**src/rtl/axi_master_wr_engine_if.sv**
```systemverilog
// AXI4 write-channel bundle (AW, W, B) shared by the write engine and its slave.
interface axi_master_wr_engine_if #(
  parameter int ADDR_WIDTH = 32,
  parameter int DATA_WIDTH = 64,
  parameter int ID_WIDTH   = 4
);
  localparam int STRB_WIDTH = DATA_WIDTH / 8;

  // Write address channel
  logic [ID_WIDTH-1:0]   AWID;
  logic [ADDR_WIDTH-1:0] AWADDR;
  logic [7:0]            AWLEN;
  logic [2:0]            AWSIZE;
  logic [1:0]            AWBURST;
  logic                  AWLOCK;
  logic [3:0]            AWCACHE;
  logic [2:0]            AWPROT;
  logic                  AWVALID;
  logic                  AWREADY;

  // Write data channel
  logic [DATA_WIDTH-1:0] WDATA;
  logic [STRB_WIDTH-1:0] WSTRB;
  logic                  WLAST;
  logic                  WVALID;
  logic                  WREADY;

  // Write response channel
  logic [ID_WIDTH-1:0]   BID;
  logic [1:0]            BRESP;
  logic                  BVALID;
  logic                  BREADY;

  modport master (
    output AWID, AWADDR, AWLEN, AWSIZE, AWBURST, AWLOCK, AWCACHE, AWPROT, AWVALID,
    input  AWREADY,
    output WDATA, WSTRB, WLAST, WVALID,
    input  WREADY,
    input  BID, BRESP, BVALID,
    output BREADY
  );

  modport slave (
    input  AWID, AWADDR, AWLEN, AWSIZE, AWBURST, AWLOCK, AWCACHE, AWPROT, AWVALID,
    output AWREADY,
    input  WDATA, WSTRB, WLAST, WVALID,
    output WREADY,
    output BID, BRESP, BVALID,
    input  BREADY
  );
endinterface

```
**src/rtl/axi_master_wr_engine.sv**
```systemverilog
// AXI4 write-master engine: accepts burst commands and a beat stream from the
// decoder, issues AW ahead of W, generates WLAST from a queued burst length,
// and returns B responses with a sticky error flag.
module axi_master_wr_engine #(
  parameter int ADDR_WIDTH      = 32,
  parameter int DATA_WIDTH      = 64,
  parameter int ID_WIDTH        = 4,
  parameter int MAX_OUTSTANDING = 4
) (
  input  logic                    AClk,
  input  logic                    ARstn,

  axi_master_wr_engine_if.master  axi,

  input  logic                    cmd_valid_d,
  output logic                    cmd_ready_d,
  input  logic [ID_WIDTH-1:0]     cmd_id_d,
  input  logic [ADDR_WIDTH-1:0]   awaddr_d,
  input  logic [7:0]              awlen_d,
  input  logic [2:0]              awsize_d,
  input  logic [1:0]              awburst_d,
  input  logic                    awlock_d,
  input  logic [3:0]              awcache_d,
  input  logic [2:0]              awprot_d,

  input  logic [DATA_WIDTH-1:0]   wdata_d,
  input  logic [DATA_WIDTH/8-1:0] wstrb_d,
  input  logic                    wvalid_d,
  output logic                    wready_d,

  output logic [ID_WIDTH-1:0]     bid_d,
  output logic [1:0]              bresp_d,
  output logic                    wr_rsp_en_d,

  output logic [4:0]              outstanding_cnt,
  output logic                    err_flag,
  output logic                    busy
);

  localparam int STRB_WIDTH = DATA_WIDTH / 8;
  localparam int PTR_W      = $clog2(MAX_OUTSTANDING);

  localparam logic [2:0]     SIZE_MAX   = 3'($clog2(STRB_WIDTH));
  localparam logic [4:0]     MAX_CNT    = 5'(MAX_OUTSTANDING);
  localparam logic [PTR_W:0] FIFO_DEPTH = (PTR_W+1)'(MAX_OUTSTANDING);

  typedef enum logic {
    W_IDLE,
    W_DATA
  } w_state_t;

  // ---------------------------------------------------------------------------
  // AW channel register
  // ---------------------------------------------------------------------------
  logic                  aw_valid_q;
  logic [ID_WIDTH-1:0]   awid_q;
  logic [ADDR_WIDTH-1:0] awaddr_q;
  logic [7:0]            awlen_q;
  logic [2:0]            awsize_q;
  logic [1:0]            awburst_q;
  logic                  awlock_q;
  logic [3:0]            awcache_q;
  logic [2:0]            awprot_q;

  logic                  cmd_ready;
  logic                  cmd_hs;
  logic [2:0]            awsize_clamped;

  // ---------------------------------------------------------------------------
  // Burst-length FIFO
  // ---------------------------------------------------------------------------
  logic [7:0]            fifo_mem [MAX_OUTSTANDING];
  logic [PTR_W-1:0]      wr_ptr_q;
  logic [PTR_W-1:0]      rd_ptr_q;
  logic [PTR_W:0]        fifo_cnt_q;
  logic                  fifo_full;
  logic                  fifo_empty;
  logic                  fifo_pop;
  logic [7:0]            fifo_head;

  // ---------------------------------------------------------------------------
  // W FSM
  // ---------------------------------------------------------------------------
  w_state_t              w_state_q, w_state_d;
  logic [7:0]            beat_cnt_q, beat_cnt_d;
  logic                  w_valid;
  logic                  w_ready;
  logic                  w_last;
  logic [DATA_WIDTH-1:0] w_data;
  logic [STRB_WIDTH-1:0] w_strb;

  // ---------------------------------------------------------------------------
  // B channel / status
  // ---------------------------------------------------------------------------
  logic                  b_ready;
  logic                  b_hs;
  logic                  b_acc;
  logic [4:0]            cnt_q;
  logic                  err_q;
  logic                  rsp_en_q;
  logic [ID_WIDTH-1:0]   bid_q;
  logic [1:0]            bresp_q;

  // Command acceptance and size clamp
  always_comb begin
    cmd_ready      = ARstn & ~aw_valid_q & (cnt_q < MAX_CNT) & ~fifo_full;
    cmd_hs         = cmd_valid_d & cmd_ready;
    awsize_clamped = (awsize_d > SIZE_MAX) ? SIZE_MAX : awsize_d;
  end

  // AW register: load on command accept, hold until AWREADY
  always_ff @(posedge AClk) begin
    if (!ARstn) begin
      aw_valid_q <= 1'b0;
      awid_q     <= '0;
      awaddr_q   <= '0;
      awlen_q    <= '0;
      awsize_q   <= '0;
      awburst_q  <= '0;
      awlock_q   <= 1'b0;
      awcache_q  <= '0;
      awprot_q   <= '0;
    end else if (cmd_hs) begin
      aw_valid_q <= 1'b1;
      awid_q     <= cmd_id_d;
      awaddr_q   <= awaddr_d;
      awlen_q    <= awlen_d;
      awsize_q   <= awsize_clamped;
      awburst_q  <= awburst_d;
      awlock_q   <= awlock_d;
      awcache_q  <= awcache_d;
      awprot_q   <= awprot_d;
    end else if (aw_valid_q && axi.AWREADY) begin
      aw_valid_q <= 1'b0;
    end
  end

  // FIFO status decode
  always_comb begin
    fifo_full  = (fifo_cnt_q == FIFO_DEPTH);
    fifo_empty = (fifo_cnt_q == '0);
    fifo_head  = fifo_mem[rd_ptr_q];
  end

  // FIFO storage: payload only, no reset needed
  always_ff @(posedge AClk) begin
    if (cmd_hs) begin
      fifo_mem[wr_ptr_q] <= awlen_d;
    end
  end

  // FIFO pointers and occupancy; a push lands after the edge, so a same-cycle
  // pop only ever sees entries written earlier
  always_ff @(posedge AClk) begin
    if (!ARstn) begin
      wr_ptr_q   <= '0;
      rd_ptr_q   <= '0;
      fifo_cnt_q <= '0;
    end else begin
      if (cmd_hs) begin
        wr_ptr_q <= wr_ptr_q + 1'b1;
      end
      if (fifo_pop) begin
        rd_ptr_q <= rd_ptr_q + 1'b1;
      end
      unique case ({cmd_hs, fifo_pop})
        2'b10:   fifo_cnt_q <= fifo_cnt_q + 1'b1;
        2'b01:   fifo_cnt_q <= fifo_cnt_q - 1'b1;
        default: fifo_cnt_q <= fifo_cnt_q;
      endcase
    end
  end

  // W FSM state register
  always_ff @(posedge AClk) begin
    if (!ARstn) begin
      w_state_q  <= W_IDLE;
      beat_cnt_q <= '0;
    end else begin
      w_state_q  <= w_state_d;
      beat_cnt_q <= beat_cnt_d;
    end
  end

  // W FSM next state and data-path pass-through
  always_comb begin
    w_state_d  = w_state_q;
    beat_cnt_d = beat_cnt_q;
    fifo_pop   = 1'b0;
    w_valid    = 1'b0;
    w_ready    = 1'b0;
    w_last     = 1'b0;
    w_data     = '0;
    w_strb     = '0;
    unique case (w_state_q)
      W_IDLE: begin
        if (!fifo_empty) begin
          fifo_pop   = 1'b1;
          beat_cnt_d = fifo_head;
          w_state_d  = W_DATA;
        end
      end
      W_DATA: begin
        w_valid = wvalid_d;
        w_ready = axi.WREADY;
        w_last  = (beat_cnt_q == 8'd0);
        w_data  = wdata_d;
        w_strb  = wstrb_d;
        if (wvalid_d && axi.WREADY) begin
          if (w_last) begin
            // Chain straight into the next queued burst without an idle cycle
            if (!fifo_empty) begin
              fifo_pop   = 1'b1;
              beat_cnt_d = fifo_head;
            end else begin
              w_state_d = W_IDLE;
            end
          end else begin
            beat_cnt_d = beat_cnt_q - 8'd1;
          end
        end
      end
      default: begin
        w_state_d = W_IDLE;
      end
    endcase
  end

  // B handshake qualification: responses with nothing outstanding are dropped
  always_comb begin
    b_ready = ARstn;
    b_hs    = axi.BVALID & b_ready;
    b_acc   = b_hs & (cnt_q != 5'd0);
  end

  // Outstanding counter, response capture and sticky error flag
  always_ff @(posedge AClk) begin
    if (!ARstn) begin
      cnt_q    <= '0;
      err_q    <= 1'b0;
      rsp_en_q <= 1'b0;
      bid_q    <= '0;
      bresp_q  <= '0;
    end else begin
      rsp_en_q <= b_acc;
      if (b_acc) begin
        bid_q   <= axi.BID;
        bresp_q <= axi.BRESP;
        if (axi.BRESP[1]) begin
          err_q <= 1'b1;
        end
      end
      unique case ({cmd_hs, b_acc})
        2'b10:   cnt_q <= cnt_q + 5'd1;
        2'b01:   cnt_q <= cnt_q - 5'd1;
        default: cnt_q <= cnt_q;
      endcase
    end
  end

  // Output mapping
  assign axi.AWID    = awid_q;
  assign axi.AWADDR  = awaddr_q;
  assign axi.AWLEN   = awlen_q;
  assign axi.AWSIZE  = awsize_q;
  assign axi.AWBURST = awburst_q;
  assign axi.AWLOCK  = awlock_q;
  assign axi.AWCACHE = awcache_q;
  assign axi.AWPROT  = awprot_q;
  assign axi.AWVALID = aw_valid_q;

  assign axi.WDATA   = w_data;
  assign axi.WSTRB   = w_strb;
  assign axi.WLAST   = w_last;
  assign axi.WVALID  = w_valid;
  assign axi.BREADY  = b_ready;

  assign cmd_ready_d     = cmd_ready;
  assign wready_d        = w_ready;
  assign bid_d           = bid_q;
  assign bresp_d         = bresp_q;
  assign wr_rsp_en_d     = rsp_en_q;
  assign outstanding_cnt = cnt_q;
  assign err_flag        = err_q;
  assign busy            = (cnt_q != 5'd0) | aw_valid_q | (w_state_q == W_DATA);

endmodule

```
**src/flat_wrapper.sv**
```systemverilog
// flat-port wrapper written by rule: the top's interface ports become plain ports
module axi_master_wr_engine_flat 
#(
  parameter int ADDR_WIDTH      = 32,
  parameter int DATA_WIDTH      = 64,
  parameter int ID_WIDTH        = 4,
  parameter int MAX_OUTSTANDING = 4
)
  (AClk, ARstn, cmd_valid_d, cmd_ready_d, cmd_id_d, awaddr_d, awlen_d, awsize_d, awburst_d, awlock_d, awcache_d, awprot_d, wdata_d, wstrb_d, wvalid_d, wready_d, bid_d, bresp_d, wr_rsp_en_d, outstanding_cnt, err_flag, busy, axi_AWID, axi_AWADDR, axi_AWLEN, axi_AWSIZE, axi_AWBURST, axi_AWLOCK, axi_AWCACHE, axi_AWPROT, axi_AWVALID, axi_AWREADY, axi_WDATA, axi_WSTRB, axi_WLAST, axi_WVALID, axi_WREADY, axi_BID, axi_BRESP, axi_BVALID, axi_BREADY);
  axi_master_wr_engine_if #(.ADDR_WIDTH(ADDR_WIDTH), .DATA_WIDTH(DATA_WIDTH), .ID_WIDTH(ID_WIDTH)) axi_i ();
  input  logic AClk;
  input  logic ARstn;
  input  logic cmd_valid_d;
  output logic cmd_ready_d;
  input  logic [ID_WIDTH-1:0] cmd_id_d;
  input  logic [ADDR_WIDTH-1:0] awaddr_d;
  input  logic [7:0] awlen_d;
  input  logic [2:0] awsize_d;
  input  logic [1:0] awburst_d;
  input  logic awlock_d;
  input  logic [3:0] awcache_d;
  input  logic [2:0] awprot_d;
  input  logic [DATA_WIDTH-1:0] wdata_d;
  input  logic [DATA_WIDTH/8-1:0] wstrb_d;
  input  logic wvalid_d;
  output logic wready_d;
  output logic [ID_WIDTH-1:0] bid_d;
  output logic [1:0] bresp_d;
  output logic wr_rsp_en_d;
  output logic [4:0] outstanding_cnt;
  output logic err_flag;
  output logic busy;
  output wire logic [$bits(axi_i.AWID)-1:0] axi_AWID;
  output wire logic [$bits(axi_i.AWADDR)-1:0] axi_AWADDR;
  output wire logic [$bits(axi_i.AWLEN)-1:0] axi_AWLEN;
  output wire logic [$bits(axi_i.AWSIZE)-1:0] axi_AWSIZE;
  output wire logic [$bits(axi_i.AWBURST)-1:0] axi_AWBURST;
  output wire logic [$bits(axi_i.AWLOCK)-1:0] axi_AWLOCK;
  output wire logic [$bits(axi_i.AWCACHE)-1:0] axi_AWCACHE;
  output wire logic [$bits(axi_i.AWPROT)-1:0] axi_AWPROT;
  output wire logic [$bits(axi_i.AWVALID)-1:0] axi_AWVALID;
  input wire logic [$bits(axi_i.AWREADY)-1:0] axi_AWREADY;
  output wire logic [$bits(axi_i.WDATA)-1:0] axi_WDATA;
  output wire logic [$bits(axi_i.WSTRB)-1:0] axi_WSTRB;
  output wire logic [$bits(axi_i.WLAST)-1:0] axi_WLAST;
  output wire logic [$bits(axi_i.WVALID)-1:0] axi_WVALID;
  input wire logic [$bits(axi_i.WREADY)-1:0] axi_WREADY;
  input wire logic [$bits(axi_i.BID)-1:0] axi_BID;
  input wire logic [$bits(axi_i.BRESP)-1:0] axi_BRESP;
  input wire logic [$bits(axi_i.BVALID)-1:0] axi_BVALID;
  output wire logic [$bits(axi_i.BREADY)-1:0] axi_BREADY;
  assign axi_AWID = axi_i.AWID;
  assign axi_AWADDR = axi_i.AWADDR;
  assign axi_AWLEN = axi_i.AWLEN;
  assign axi_AWSIZE = axi_i.AWSIZE;
  assign axi_AWBURST = axi_i.AWBURST;
  assign axi_AWLOCK = axi_i.AWLOCK;
  assign axi_AWCACHE = axi_i.AWCACHE;
  assign axi_AWPROT = axi_i.AWPROT;
  assign axi_AWVALID = axi_i.AWVALID;
  assign axi_i.AWREADY = axi_AWREADY;
  assign axi_WDATA = axi_i.WDATA;
  assign axi_WSTRB = axi_i.WSTRB;
  assign axi_WLAST = axi_i.WLAST;
  assign axi_WVALID = axi_i.WVALID;
  assign axi_i.WREADY = axi_WREADY;
  assign axi_i.BID = axi_BID;
  assign axi_i.BRESP = axi_BRESP;
  assign axi_i.BVALID = axi_BVALID;
  assign axi_BREADY = axi_i.BREADY;
  axi_master_wr_engine #(.ADDR_WIDTH(ADDR_WIDTH), .DATA_WIDTH(DATA_WIDTH), .ID_WIDTH(ID_WIDTH), .MAX_OUTSTANDING(MAX_OUTSTANDING)) u_core (.AClk(AClk), .ARstn(ARstn), .axi(axi_i), .cmd_valid_d(cmd_valid_d), .cmd_ready_d(cmd_ready_d), .cmd_id_d(cmd_id_d), .awaddr_d(awaddr_d), .awlen_d(awlen_d), .awsize_d(awsize_d), .awburst_d(awburst_d), .awlock_d(awlock_d), .awcache_d(awcache_d), .awprot_d(awprot_d), .wdata_d(wdata_d), .wstrb_d(wstrb_d), .wvalid_d(wvalid_d), .wready_d(wready_d), .bid_d(bid_d), .bresp_d(bresp_d), .wr_rsp_en_d(wr_rsp_en_d), .outstanding_cnt(outstanding_cnt), .err_flag(err_flag), .busy(busy));
endmodule
```
**config.mk**
```make
export PLATFORM = sky130hd
export DESIGN_NAME = axi_master_wr_engine_flat
export DESIGN_NICKNAME = d
export VERILOG_FILES = /design/src/rtl/axi_master_wr_engine_if.sv /design/src/rtl/axi_master_wr_engine.sv /design/src/flat_wrapper.sv
export SDC_FILE = /design/constraint.sdc
export NUM_CORES = 1
export LEC_CHECK = 0
export CAP_MARGIN = 20
export CORE_MARGIN = 2
export CORE_UTILIZATION = 36
export CTS_CLUSTER_SIZE = 10
export DETAILED_ROUTE_END_ITERATION = 8
export GPL_TIMING_DRIVEN = 1
export PLACE_DENSITY = 0.75
export SETUP_SLACK_MARGIN = 0.1
export SLEW_MARGIN = 40
export SYNTH_ARGS = -nofsm -noshare
export SYNTH_HDL_FRONTEND = slang
export SYNTH_SLANG_ARGS = --single-unit
```
**constraint.sdc**
```tcl
create_clock -name AClk -period 3.1 [get_ports AClk]
set_clock_uncertainty 0.15 [all_clocks]
set_input_delay 0.93 -clock AClk [delete_from_list [all_inputs] [get_ports AClk]]
set_output_delay 0.93 -clock AClk [all_outputs]
set_load 0.05 [all_outputs]
```
## After elaboration in Yosys (flattened, before gate mapping)

Memory sizes are Yosys's and may differ from the RTL's. A register that Yosys moved wholly into a read port is not among the register bits.
Index checks and enable logic that the tools add are counted.

- Flip-flop bits (word level): 87
- Memory bits (writable): 32
- Input port bits: 142
- Output and inout bits: 149
- Logic and storage cells: 80
- Memories kept: 1

Memory list:

| name | words | bits a word | read ports | clocked after memory_dff | wr ports | RTL line | RTL |
|---|---|---|---|---|---|---|---|
| u_core.fifo_mem | 4 | 8 | 1 | 1 | 1 | axi_master_wr_engine.sv:72 | `logic [7:0] fifo_mem [MAX_OUTSTANDING];` |

- Add/sub/neg operators: 7
- Order comparisons: 2
- Eq/ne operators: 6
- Muxes and demuxes: 25
- Bitwise logic cells: 11
- Reductions and logical operators: 9

Operators with widths:

| cell | count |
|---|---|
| $mux 64 | 1 |
| $mux 8 | 4 |
| $pmux 8 s2 | 1 |
| $mux 1 | 12 |
| $pmux 5 s2 | 1 |
| $logic_not 8->1 | 1 |
| $sub 8x1->8 const B | 1 |
| $and 1x1->1 | 6 |
| $pmux 3 s2 | 1 |
| $reduce_bool 2->1 | 3 |
| $add 5x1->5 const B | 1 |
| $lt 5x3->1 const B | 1 |
| $reduce_bool 5->1 | 1 |
| $sub 5x1->5 const B | 1 |
| $add 2x1->2 const B | 2 |
| $eq 2x1->1 const B | 2 |
| $eq 2x2->1 const B | 2 |
| $mux 2 | 2 |
| $pmux 1 s2 | 2 |
| $add 3x1->3 const B | 1 |
| $eq 3x3->1 const B | 1 |
| $gt 3x2->1 const B | 1 |
| $logic_not 3->1 | 1 |
| $mux 3 | 1 |
| other kinds (6) | 10 |

## Depth between registers and ports, before layout

- Word-level depth: 7
- Depth in mapped cells: 12

## Least setup slack after synthesis

No wires, ideal clock.

- Path type: input -> register
- From: input port ARstn
- To: register u_core.cnt_q[4], in the netlist u_core.outstanding_cnt[4]
- Data arrival time: 3.182 ns
- Required time: 2.886 ns
- Slack: -0.296 ns
- Cell stages on the path: 11
- Path buffers: 2
- Cell sequence: clkbuf_1 nand2_1 a21oi_1 clkbuf_1 ha_1 xor2_1 ha_1 a21oi_1 a221o_1 a211o_1 nand4_1

- Elaborated cells between the ends (all ways): 10
- Classes of those cells: 2 x eq/ne; 1 x mux; 6 x bitwise; 1 x reduce/logical

RTL lines:

| element | RTL line | RTL |
|---|---|---|
| start, declared | flat_wrapper.sv:12 | `input logic ARstn;` |
| $and 1x1->1 (*) | axi_master_wr_engine.sv:232 | `b_hs = axi.BVALID & b_ready;` |
| $and 1x1->1 (*) | axi_master_wr_engine.sv:233 | `b_acc = b_hs & (cnt_q != 5'd0);` |
| net u_core.b_acc | axi_master_wr_engine.sv:97 | `logic b_acc;` |
| $eq 2x1->1 / $eq 2x2->1 (equally long branches) | axi_master_wr_engine.sv:253 | `unique case ({cmd_hs, b_acc})` |
| $pmux 5 s2 / $reduce_bool 2->1 (equally long branches) | - |  |
| end signal, assigned | axi_master_wr_engine.sv:254 | `2'b10: cnt_q <= cnt_q + 5'd1;` |
| end signal, assigned | axi_master_wr_engine.sv:255 | `2'b01: cnt_q <= cnt_q - 5'd1;` |
| end signal, assigned | axi_master_wr_engine.sv:256 | `default: cnt_q <= cnt_q;` |
| end, declared | axi_master_wr_engine.sv:98 | `logic [4:0] cnt_q;` |

Mark *: on every way through the listed nets, which the timed path passes. The rest lies on a longest branch.
A chain may end at the register's enable or synchronous reset.

## Worst setup path in the final report

- From: input port ARstn
- To: output port cmd_ready_d

- Word-level cells in the longest chain between the ends: 3

RTL lines:

| element | RTL line | RTL |
|---|---|---|
| $and 1x1->1 (3 in series) | axi_master_wr_engine.sv:106 | `cmd_ready = ARstn & ~aw_valid_q & (cnt_q < MAX_CNT) & ~fifo_full;` |
| end, declared | flat_wrapper.sv:14 | `output logic cmd_ready_d;` |

Every way passes these cells.

==> summary.txt <==
Outcome
  – Outcome: complete, no violations

Synthesis
  – Post-Syn Instances: 594
  – Syn Std Cell Area: 0.00548 mm^2
  – Synth cell types: 58
  – Top_reg_cell synth: dfxtp_1
  – Synthesized Nets: 748
  – Async S/R FF share, synth: 0
  – Register area share after synthesis: 0.501
  – Yosys warns: 0
  – Mean post-synth cell area: 9.22 um^2
  – Number of synthesized flops with an enable pin: 32
  – Seq cells post-synth: 121

Die
  – Rows: 45
  – Initial cell density of the core: 0.364
  – Die H: 127 um
  – Die ar.: 0.0162 mm^2
  – IO Pins: 291
  – Core area: 0.0150 mm^2
  – Die width: 127 um

Clock network
  – Skew-Pair Late Insertion Delay: 0.39 ns
  – Max H-tree Level: 4
  – Clk pin slew, worst setup/hold paths: 0.05 ns
  – Postcts setup bufs: 0
  – CTS sink cnt: 121
  – CTS tree: yes
  – CTS Buf Count: 17
  – Hold buffers post-CTS: 0
  – Clock Path Buffers: 2
  – Root Driver: clkbuf_16

STA
  – Max transition margin: 0.556
  – Tmin final: 2.99 ns
  – Maximum clock frequency: 335 MHz
  – Final Setup Violations: 0
  – Max-slew violations: 0
  – Fin crit share: 0.963
  – Unrepaired setup endpoints after global routing: true
  – Final hold violation count: 0
  – Fin Setup TNS: 0 ns
  – Least-Margin Pin Slew: 0.664 ns

Finish
  – Number of fill cells: 1,166
  – Final core utilization: 0.663
  – Area delta synth->final: 81.9%
  – Final Non-Filler Cells: 1,088
  – Commonest cells after routing, fill and taps aside: clkdlybuf4s50_1, nand2_1, dfxtp_1
  – Share of cells above drive strength 1: 0.170
  – Total Nets Final: 1,041
  – Ant. Diodes: 0
  – Commonest non-fill, non-tap cell in the layout: clkdlybuf4s50_1

Drt
  – WL/cell: 15.2 um
  – Iter 0 DRT Violations: 226
  – Vias/cell: 4.84
  – Via count: 5,267
  – Final WL: 16.5 mm
  – DRC viols: 0
  – Routed Antenna Nets: 0
  – First-pass DRT Iterations: 4

GRT
  – Number of global-route vias before repair: 5,040
  – Global-route wire length before repair: 25.7 mm
  – Largest net degree at the start of global routing: 71
  – GRT overflow: 0
  – Total track usage: 0.201
  – Initial antenna violation count: 0

Placed design
  – Placed instance count: 1,056
  – Final HPWL DP: 12.7 mm
  – PortBufs: 290
  – Placer Congestion: 0.818

Setup path
  – Slowest stage delay, CP: 0.47 ns
  – CP Launch Type: primary input
  – Required time of the worst setup path: 2.02 ns
  – CP bufs+invs: 2
  – Critical path's top delay family: buffers and inverters
  – Arr. time, crit path: 1.91 ns
  – CP max FO: 2
  – CP Class: primary input to primary output
  – Critical path, cell by cell: clkdlybuf4s50_1, nor2b_2, and3_1, buf_12
  – Crit end category: primary output
  – Slowest-stage cell, CP: clkdlybuf4s50_1

Pwr
  – Tot Pwr: 8580 uW
  – Leakage: 0.00373 uW
  – Worst VDD drop: 0.000445 V
  – Power density cells: 861 mW/mm^2

Job
  – Max Cap Viol: 0

Worst hold path
  – Worst min path class: flip-flop to flip-flop
## through the flow
step,setup slack [ns],hold WS [ns],area (um^2)
floorplan,0.104,0.305,5520
global placement,-0.182,0.291,9410
detailed placement,-0.279,0.296,9410
CTS,0.122,0.302,9950
global route,0.0696,0.319,9960
finish,0.115,0.299,9960
## synthesized netlist by cell type, drive strengths merged, types with 2 or more instances
library cell | number | area [um^2]
buf | 11 | 73.8
nand2 | 128 | 480
and3 | 4 | 27.5
nor3b | 6 | 56.3
o221ai | 2 | 17.5
a31oi | 3 | 18.8
or3 | 4 | 25.0
a211o | 2 | 17.5
or3b | 2 | 17.5
nor3 | 9 | 55.1
nand2b | 2 | 12.5
a21oi | 72 | 360
ha | 11 | 138
nand4 | 4 | 25.0
nor2 | 18 | 67.6
and2 | 79 | 494
dfxtp | 89 | 1780
o22ai | 2 | 12.5
clkbuf | 28 | 105
edfxtp | 32 | 961
xor2 | 4 | 35.0
xnor2 | 3 | 26.3
a21boi | 2 | 18.8
inv | 13 | 48.8
mux4 | 8 | 180
or4 | 3 | 26.3
a211oi | 2 | 15.0
mux2i | 4 | 40.0
nor4 | 3 | 33.8
nand3 | 7 | 35.0
o21ai | 21 | 116
## sequential cells by signal (all words and copies together), names as in the netlist, named ones only
signal / flops
u_core.axi.AWLEN: 8
u_core.axi.AWSIZE: 3
u_core.fifo_cnt_q: 3
u_core.rd_ptr_q: 2
u_core.bid_d: 4
u_core.axi.AWVALID: 1
u_core.beat_cnt_q: 8
u_core.axi.AWADDR: 32
u_core.axi.AWLOCK: 1
u_core.err_flag: 1
u_core.wr_rsp_en_d: 1
u_core.w_state_q: 1
u_core.axi.AWBURST: 2
u_core.wr_ptr_q: 2
u_core.axi.AWCACHE: 4
u_core.axi.AWID: 4
u_core.fifo_mem: 32
u_core.outstanding_cnt: 5
u_core.bresp_d: 2
u_core.axi.AWPROT: 3
## worst register-to-register path: cells and delay by family, from the launching register on
kind / cells / cell delay (ns)
simple gates: 3 / 0.81
fa+ha+maj: 3 / 0.77
compound gates: 2 / 0.38
flops: 1 / 0.34
buf+inv: 2 / 0.17
xor+xnor: 1 / 0.16
## layer usage
| layer | global-route usage | vias to the layer above | wire [um] |
|---|---|---|---|
| li1 | - | 2607 | - |
| met1 | 0.220 | 2442 | 6230 |
| met2 | 0.376 | 206 | 9000 |
| met3 | 0.0607 | 12 | 1140 |
| met4 | 0.0537 | 0 | 147 |
| met5 | 0 | - | 0 |
## final cells by class
class / count / area (um^2) / share of cell area
Timing Repair Buffer: 313 / 3860 / 0.388
Sequential cell: 121 / 2740 / 0.275
Multi-Input combinational cell: 421 / 2530 / 0.254
Clock buffer: 29 / 520 / 0.0522
Tap cell: 188 / 235 / 0.0236
Inverter: 13 / 51.3 / 0.00515
Clock inverter: 3 / 15.0 / 0.00151
## where the power goes
part	switching (uW)	total [uW]	internal, uW
sequential	242	2130	1890
clock	627	1750	1120
combinational	2700	4700	2000
total	3570	8580	5010
## logic make-up after synthesis
logic type      Yosys count  synth area share
simple gates            273             0.253
fa+ha+maj                12            0.0288
mux                      12            0.0402
compound gates          117             0.124
flops                   121             0.501
xor+xnor                  7            0.0112
buf+inv                  52            0.0416
## timing repair
| action | 4_1_cts | 5_1_grt |
|---|---|---|
| gates resized for setup | 3 | 3 |
| pin swaps | 0 | 1 |
| endpoints found under the setup margin | 3 | 3 |
## worst paths after layout
kind,from,to,slack (ns),depth (start not counted)
min,u_core.axi.AWADDR[19]$_SDFFE_PN0P_,u_core.axi.AWADDR[19]$_SDFFE_PN0P_,0.30,2
min reg2reg,u_core.axi.AWADDR[19]$_SDFFE_PN0P_,u_core.axi.AWADDR[19]$_SDFFE_PN0P_,0.30,2
max,ARstn,cmd_ready_d,0.11,4
max reg2reg,u_core.beat_cnt_q[0]$_SDFFE_PN0P_,u_core.fifo_cnt_q[2]$_SDFFE_PN0P_,0.25,11
No activity file was read; power rests on OpenSTA's default activity.
